==> src/rtl/vid_seq_pkg.sv <==
// rtl/vid_seq_pkg.sv - shared SEW codes, sequencer state and beat-geometry helper
package vid_seq_pkg;

  localparam logic [2:0] SEW_8  = 3'd0;
  localparam logic [2:0] SEW_16 = 3'd1;
  localparam logic [2:0] SEW_32 = 3'd2;
  localparam logic [2:0] SEW_64 = 3'd3;

  typedef enum logic {
    ST_IDLE = 1'b0,
    ST_RUN  = 1'b1
  } seq_state_t;

  // log2(elements per beat); illegal SEW codes map to 0 and never issue beats
  function automatic logic [4:0] log_epb(input logic [2:0] sew, input int byte_en_width);
    int lg = $clog2(byte_en_width);
    case (sew)
      SEW_8:   return 5'(lg);
      SEW_16:  return 5'(lg - 1);
      SEW_32:  return 5'(lg - 2);
      SEW_64:  return 5'(lg - 3);
      default: return 5'd0;
    endcase
  endfunction

endpackage

==> src/rtl/vid_seq_mask.sv <==
// rtl/vid_seq_mask.sv - combinational active-element mask for one beat
module vid_seq_mask
  import vid_seq_pkg::*;
#(
  parameter int REQ_BYTE_EN_WIDTH = 8,
  parameter int VL_WIDTH          = 16
) (
  input  logic [VL_WIDTH:0]          i_beat,
  input  logic [VL_WIDTH-1:0]        i_vstart,
  input  logic [VL_WIDTH-1:0]        i_vl,
  input  logic [2:0]                 i_sew,
  output logic [REQ_BYTE_EN_WIDTH-1:0] o_mask
);

  logic [4:0]        w_log_epb;
  logic [VL_WIDTH:0] w_base;

  assign w_log_epb = log_epb(i_sew, REQ_BYTE_EN_WIDTH);
  assign w_base    = i_beat << w_log_epb;

  always_comb begin
    logic [VL_WIDTH:0] elem;
    elem   = '0;
    o_mask = '0;
    for (int i = 0; i < REQ_BYTE_EN_WIDTH; i++) begin
      elem = w_base + (VL_WIDTH+1)'(i);
      if ((i < (1 << w_log_epb)) && (elem >= {1'b0, i_vstart}) && (elem < {1'b0, i_vl}))
        o_mask[i] = 1'b1;
    end
  end

endmodule

==> src/rtl/vid_seq.sv <==
// rtl/vid_seq.sv - splits one vid.v request into registered datapath beats
// Optional: VID_SEQ_BACKPRESSURE_EN lets out_ready stall beat advance.
module vid_seq
  import vid_seq_pkg::*;
#(
  parameter int REQ_BYTE_EN_WIDTH = 8,
  parameter int REQ_ADDR_WIDTH    = 32,
  parameter int VL_WIDTH          = 16,
  parameter int IDX_WIDTH         = 3
) (
  input  logic                         clk,
  input  logic                         rst,
  input  logic                         req_valid,
  output logic                         req_ready,
  input  logic [REQ_ADDR_WIDTH-1:0]    req_addr,
  input  logic [2:0]                   req_sew,
  input  logic [VL_WIDTH-1:0]          req_vl,
  input  logic [VL_WIDTH-1:0]          req_vstart,
  input  logic                         out_ready,
  output logic                         out_valid,
  output logic [REQ_ADDR_WIDTH-1:0]    out_addr,
  output logic [2:0]                   out_sew,
  output logic [IDX_WIDTH-1:0]         out_start_idx,
  output logic [REQ_BYTE_EN_WIDTH-1:0] out_mask,
  output logic                         out_last
);

  seq_state_t r_state, w_state_nxt;

  logic [REQ_ADDR_WIDTH-1:0]    r_addr;
  logic [2:0]                   r_sew;
  logic [VL_WIDTH-1:0]          r_vl, r_vstart;
  logic [VL_WIDTH:0]            r_beat, w_beat_nxt;
  logic [REQ_ADDR_WIDTH-1:0]    r_out_addr, w_out_addr_nxt;
  logic [IDX_WIDTH-1:0]         r_out_idx, w_out_idx_nxt;
  logic [REQ_BYTE_EN_WIDTH-1:0] r_out_mask, w_out_mask_nxt, w_mask;
  logic                         r_out_last, w_out_last_nxt;

  logic                         w_accept, w_has_beats, w_transfer;
  logic [REQ_ADDR_WIDTH-1:0]    w_addr;
  logic [2:0]                   w_sew;
  logic [VL_WIDTH-1:0]          w_vl, w_vstart;
  logic [4:0]                   w_log_epb;
  logic [VL_WIDTH:0]            w_first_beat, w_last_beat;

  // Geometry comes from the live request while idle and from the latch while running
  assign w_addr   = (r_state == ST_IDLE) ? req_addr   : r_addr;
  assign w_sew    = (r_state == ST_IDLE) ? req_sew    : r_sew;
  assign w_vl     = (r_state == ST_IDLE) ? req_vl     : r_vl;
  assign w_vstart = (r_state == ST_IDLE) ? req_vstart : r_vstart;

  assign w_log_epb    = log_epb(w_sew, REQ_BYTE_EN_WIDTH);
  assign w_first_beat = {1'b0, w_vstart} >> w_log_epb;
  assign w_last_beat  = ({1'b0, w_vl} - (VL_WIDTH+1)'(1)) >> w_log_epb;
  assign w_has_beats  = (w_vl != '0) && (w_vstart < w_vl) && (w_sew <= SEW_64);
  assign w_accept     = req_valid && (r_state == ST_IDLE);

`ifdef VID_SEQ_BACKPRESSURE_EN
  assign w_transfer = (r_state == ST_RUN) && out_ready;
`else
  logic w_unused_out_ready;
  assign w_unused_out_ready = out_ready;
  assign w_transfer         = (r_state == ST_RUN);
`endif

  vid_seq_mask #(
    .REQ_BYTE_EN_WIDTH(REQ_BYTE_EN_WIDTH),
    .VL_WIDTH         (VL_WIDTH)
  ) u_mask (
    .i_beat  (w_beat_nxt),
    .i_vstart(w_vstart),
    .i_vl    (w_vl),
    .i_sew   (w_sew),
    .o_mask  (w_mask)
  );

  always_ff @(posedge clk or posedge rst) begin
    if (rst) r_state <= ST_IDLE;
    else     r_state <= w_state_nxt;
  end

  always_comb begin
    w_state_nxt = r_state;
    w_beat_nxt  = r_beat;
    case (r_state)
      ST_IDLE: begin
        if (w_accept && w_has_beats) begin
          w_state_nxt = ST_RUN;
          w_beat_nxt  = w_first_beat;
        end
      end
      ST_RUN: begin
        if (w_transfer) begin
          if (r_beat == w_last_beat) w_state_nxt = ST_IDLE;
          else                       w_beat_nxt  = r_beat + (VL_WIDTH+1)'(1);
        end
      end
      default: w_state_nxt = ST_IDLE;
    endcase
  end

  // Next-beat outputs; a stalled beat recomputes to identical values
  always_comb begin
    w_out_addr_nxt = '0;
    w_out_idx_nxt  = '0;
    w_out_mask_nxt = '0;
    w_out_last_nxt = 1'b0;
    if (w_state_nxt == ST_RUN) begin
      w_out_addr_nxt = w_addr + REQ_ADDR_WIDTH'(w_beat_nxt);
      w_out_idx_nxt  = IDX_WIDTH'(w_beat_nxt << w_log_epb);
      w_out_mask_nxt = w_mask;
      w_out_last_nxt = (w_beat_nxt == w_last_beat);
    end
  end

  always_ff @(posedge clk or posedge rst) begin
    if (rst) begin
      r_addr     <= '0;
      r_sew      <= '0;
      r_vl       <= '0;
      r_vstart   <= '0;
      r_beat     <= '0;
      r_out_addr <= '0;
      r_out_idx  <= '0;
      r_out_mask <= '0;
      r_out_last <= 1'b0;
    end else begin
      if (w_accept && w_has_beats) begin
        r_addr   <= req_addr;
        r_sew    <= req_sew;
        r_vl     <= req_vl;
        r_vstart <= req_vstart;
      end
      r_beat     <= w_beat_nxt;
      r_out_addr <= w_out_addr_nxt;
      r_out_idx  <= w_out_idx_nxt;
      r_out_mask <= w_out_mask_nxt;
      r_out_last <= w_out_last_nxt;
    end
  end

  assign req_ready     = (r_state == ST_IDLE);
  assign out_valid     = (r_state == ST_RUN);
  assign out_addr      = r_out_addr;
  assign out_sew       = r_sew;
  assign out_start_idx = r_out_idx;
  assign out_mask      = r_out_mask;
  assign out_last      = r_out_last;

endmodule

==> config.mk <==
export PLATFORM = sky130hd
export DESIGN_NAME = vid_seq
export DESIGN_NICKNAME = d
export VERILOG_FILES = /design/src/rtl/vid_seq_pkg.sv /design/src/rtl/vid_seq_mask.sv /design/src/rtl/vid_seq.sv
export SDC_FILE = /design/constraint.sdc
export NUM_CORES = 1
export LEC_CHECK = 0
export ABC_AREA = 1
export CORE_MARGIN = 10
export CORE_UTILIZATION = 50
export CTS_CLUSTER_SIZE = 28
export DETAILED_ROUTE_END_ITERATION = 8
export PLACE_DENSITY = 0.68
export SLEW_MARGIN = 0
export SYNTH_ARGS = -nofsm -noshare
export SYNTH_HDL_FRONTEND = slang
export SYNTH_SLANG_ARGS = --single-unit
==> constraint.sdc <==
create_clock -name clk -period 8.1 [get_ports clk]
set_input_delay 2.43 -clock clk [delete_from_list [all_inputs] [get_ports clk]]
set_output_delay 2.43 -clock clk [all_outputs]
set_load 0.05 [all_outputs]
==> impl_metrics.yaml, run 1 <==
floorplan:
  io_pins: 120
  fp.dieW_um: 208.8
  dieArea_um2: 43590
  coreArea_um2: 35400
  die_height_um: 208.8
  initial_core_util_pct: 50.35
  row_count: 69
timing:
  max_slew_margin_pct: 40.25
  period_minus_slack_ns: 7.910
  final-hold-violation-count: 0
  period_share_pct: 97.65
  setup_violations: 0
  fmax_mhz: 126.4
  fin_skew_ns: 0.01680
  finalMaxSlewViolations: 0
  tightest_slew_ns: 0.8895
yosys:
  synth_flop_cell: "dfrtp_1"
  async_reset_ff_share_pct: 100.0
  synth_area_per_cell_um2: 6.591
  synth_cell_type_count: 60
  ys_warn_count: 0
  synth_seq_cells: 129
  synth_top_cell_by_area: "ha_1"
  synth_nets: 3044
  synthCells: 2704
  synth_top_area_share_pct: 18.89
  syn-cell-area_um2: 17820
  synth.area.top_cells: "ha_1 (19%), dfrtp_1 (18%), nand2_1 (15%)"
  yosysSeqAreaShare_pct: 18.11
  synth_edf_count: 0
worst_setup_path:
  cp_slowest_cell: "clkdlybuf4s50_1"
  critPathRequiredTime_ns: 8.44
  path_class: "input port to flop"
  setup.worst_path.start_class: "input port"
  cp.arrival_ns: 8.25
  crit_top_cell: "nand2_1"
  critPathCaptureType: "flop"
  reg2reg_depth: 42
  critPathMaxStageDelay_ns: 0.49
  path_max_fanout: 10
clock_tree:
  h-tree-depth: 4
  cts_num_sinks: 129
  cts_tree: "done"
  hold_buffers: 0
  clkTransAtPathRegs_ns: 0.07
  cts_buffers: 17
  insertion_delay_ns: 0.46
  ctsLongestPathBuffers: 2
  cts_root_buf: "clkbuf_16"
detailed_routing:
  avgViaCountPerCell: 5.776
  ant_nets: 0
  drc: 0
  dr.pass1.iters: 8
  routed_wl_mm: 76.63
  num_vias: 21521
  wire_per_inst_um: 20.57
  drtIter0Drc: 2258
placement:
  io_buffer_count: 118
  place.gp.congestion: 1.047
  hpwl_mm: 60.78
cells_and_area:
  area_growth_pct: 37.38
  drive_gt1_share_pct: 26.23
  multiInputGateArea_um2: 14050
  nNetsFinal: 3590
  fin_util_pct: 69.17
  seqCellArea_um2: 3232
  fillers: 3138
grt:
  grt_usage_pct: 33.78
  grt_pass1_wl_mm: 115.9
  grt_overflow: 0
  grt_pass1_vias: 20239
  antenna_found_initial: 4
  grt_max_degree: 132
min_path:
  hold_depth: 2
  min_path_type: "flop to flop"
run_status:
  status: "finished, final reports clean"
flow_run:
  maxCapViolations: 0
## area by class of cell
type | instances | area share [%]
multi-input cells | 2209 | 57.40
well taps | 461 | 2.356
flip-flops and latches | 129 | 13.20
inverters | 299 | 4.671
repair buffers | 594 | 19.95
clock buffers | 17 | 1.738
clock inverters | 15 | 0.6644
diodes | 2 | 0.02044
## timing repair
action / CTS / global route
hold endpoints to repair: 0 / 0
pin swaps: 1 / 64
resized for setup: 26 / 218
setup buffers: 0 / 24
endpoints found under the setup margin: 6 / 7
## Yosys cell counts, types with 9 or more instances
| cell | instances |
|---|---|
| nor3_1 | 40 |
| buf_2 | 18 |
| nand3_1 | 224 |
| o21ai_1 | 19 |
| clkbuf_1 | 31 |
| nor2_2 | 20 |
| a211oi_1 | 12 |
| or2_2 | 26 |
| a221oi_1 | 12 |
| xor2_1 | 93 |
| nor2_1 | 209 |
| o21ai_0 | 164 |
| nand4_1 | 38 |
| nand3_2 | 17 |
| nand2_2 | 33 |
| a21oi_1 | 163 |
| nor4_1 | 19 |
| o21a_1 | 9 |
| o211ai_1 | 14 |
| nor2_4 | 14 |
| inv_2 | 27 |
| ha_1 | 269 |
| dfrtp_1 | 129 |
| inv_1 | 268 |
| nand2_1 | 727 |
## worst paths after layout
path,start,endpoint,slack [ns]
max reg2reg,out_valid$_DFF_PP0_,out_mask[7]$_DFF_PP0_,1.24
min in group asynchronous,rst,out_start_idx[0]$_DFF_PP0_,2.52
max in group asynchronous,rst,r_vl[1]$_DFFE_PP0N_,4.35
min,r_addr[19]$_DFFE_PP0N_,r_addr[19]$_DFFE_PP0N_,0.48
max,req_vl[3],out_mask[2]$_DFF_PP0_,0.19
min reg2reg,r_addr[19]$_DFFE_PP0N_,r_addr[19]$_DFFE_PP0N_,0.48
## per-stage QoR
stage	area, µm²	TNS [ns]	setup slack (ns)	instances	hold slack, ns
6_report	24480	0	0.1900	3726	0.4764
2_1_floorplan	17820	0	0.4307	2704	0.4414
5_1_grt	24480	-0.3625	-0.09339	3724	0.4996
3_3_place_gp	22710	-3.573	-0.6592	3668	0.4541
4_1_cts	23430	0	0.01007	3700	0.4774
3_5_place_dp	22710	-4.172	-0.7589	3668	0.4580
## worst max-delay path, delay by kind of cell
family | cells | cell delay [ns]
AOI/OAI and AO/OA | 9 | 1.46
adders and majority gates | 2 | 0.59
buffers and inverters | 9 | 1.47
and+or+nand+nor | 20 | 2.27
## sequential cells by signal (all words and copies together), names as in the netlist
signal         cells
out_mask           8
out_start_idx      3
r_addr            32
r_vl              16
out_valid          1
out_addr          32
out_last           1
r_beat            17
r_vstart          16
out_sew            3
## logic make-up (layout without fill, tap and decap cells)
kind of cell | Yosys count | count (layout) | share of synthesized area (%)
fa+ha+maj | 269 | 269 | 18.89
buf+inv | 366 | 925 | 8.271
xor+xnor | 99 | 99 | 4.866
simple gates | 1392 | 1392 | 35.24
flops | 129 | 129 | 18.11
other cells | 0 | 2 | 0
mux | 8 | 8 | 0.4494
compound gates | 441 | 441 | 14.18
## placed cells by master (no fill, tap or decap), types with 38 or more instances in the layout
cell	count
nand3_2	67
xor2_1	81
nand2_1	684
nand3_1	168
dfrtp_1	128
o21ai_0	148
a21oi_1	159
nor2_1	182
clkdlybuf4s50_1	112
nand4_1	38
nand2_2	67
inv_1	257
buf_4	463
ha_1	265
## layer usage
metal | global-route usage (%) | share of wire (%) | vias up
li1 | - | - | 10136
met3 | 7.650 | 11 | 212
met4 | 11.98 | 4.2 | 6
met1 | 47.50 | 43 | 9981
met2 | 49.37 | 41 | 1186
met5 | 0 | 0.047 | -
Power of run 1 is left out: the tool's default activity adds up to more than one toggle a clock period on the data nets, which glitch-free logic cannot reach.
==> inputs of run 2 (changes only) <==
--- a/config.mk
+++ b/config.mk
@@ -11,6 +11,7 @@
 export CTS_CLUSTER_SIZE = 28
 export DETAILED_ROUTE_END_ITERATION = 8
 export PLACE_DENSITY = 0.68
+export SKIP_LAST_GASP = 1
 export SLEW_MARGIN = 0
 export SYNTH_ARGS = -nofsm -noshare
 export SYNTH_HDL_FRONTEND = slang
==> results of run 2 <==
No change in the layout: final DEF, timing and power equal those of run 1.
Main changes from that run: number of gates resized after CTS 26 -> 24
Power of run 2 is left out for the same reason.
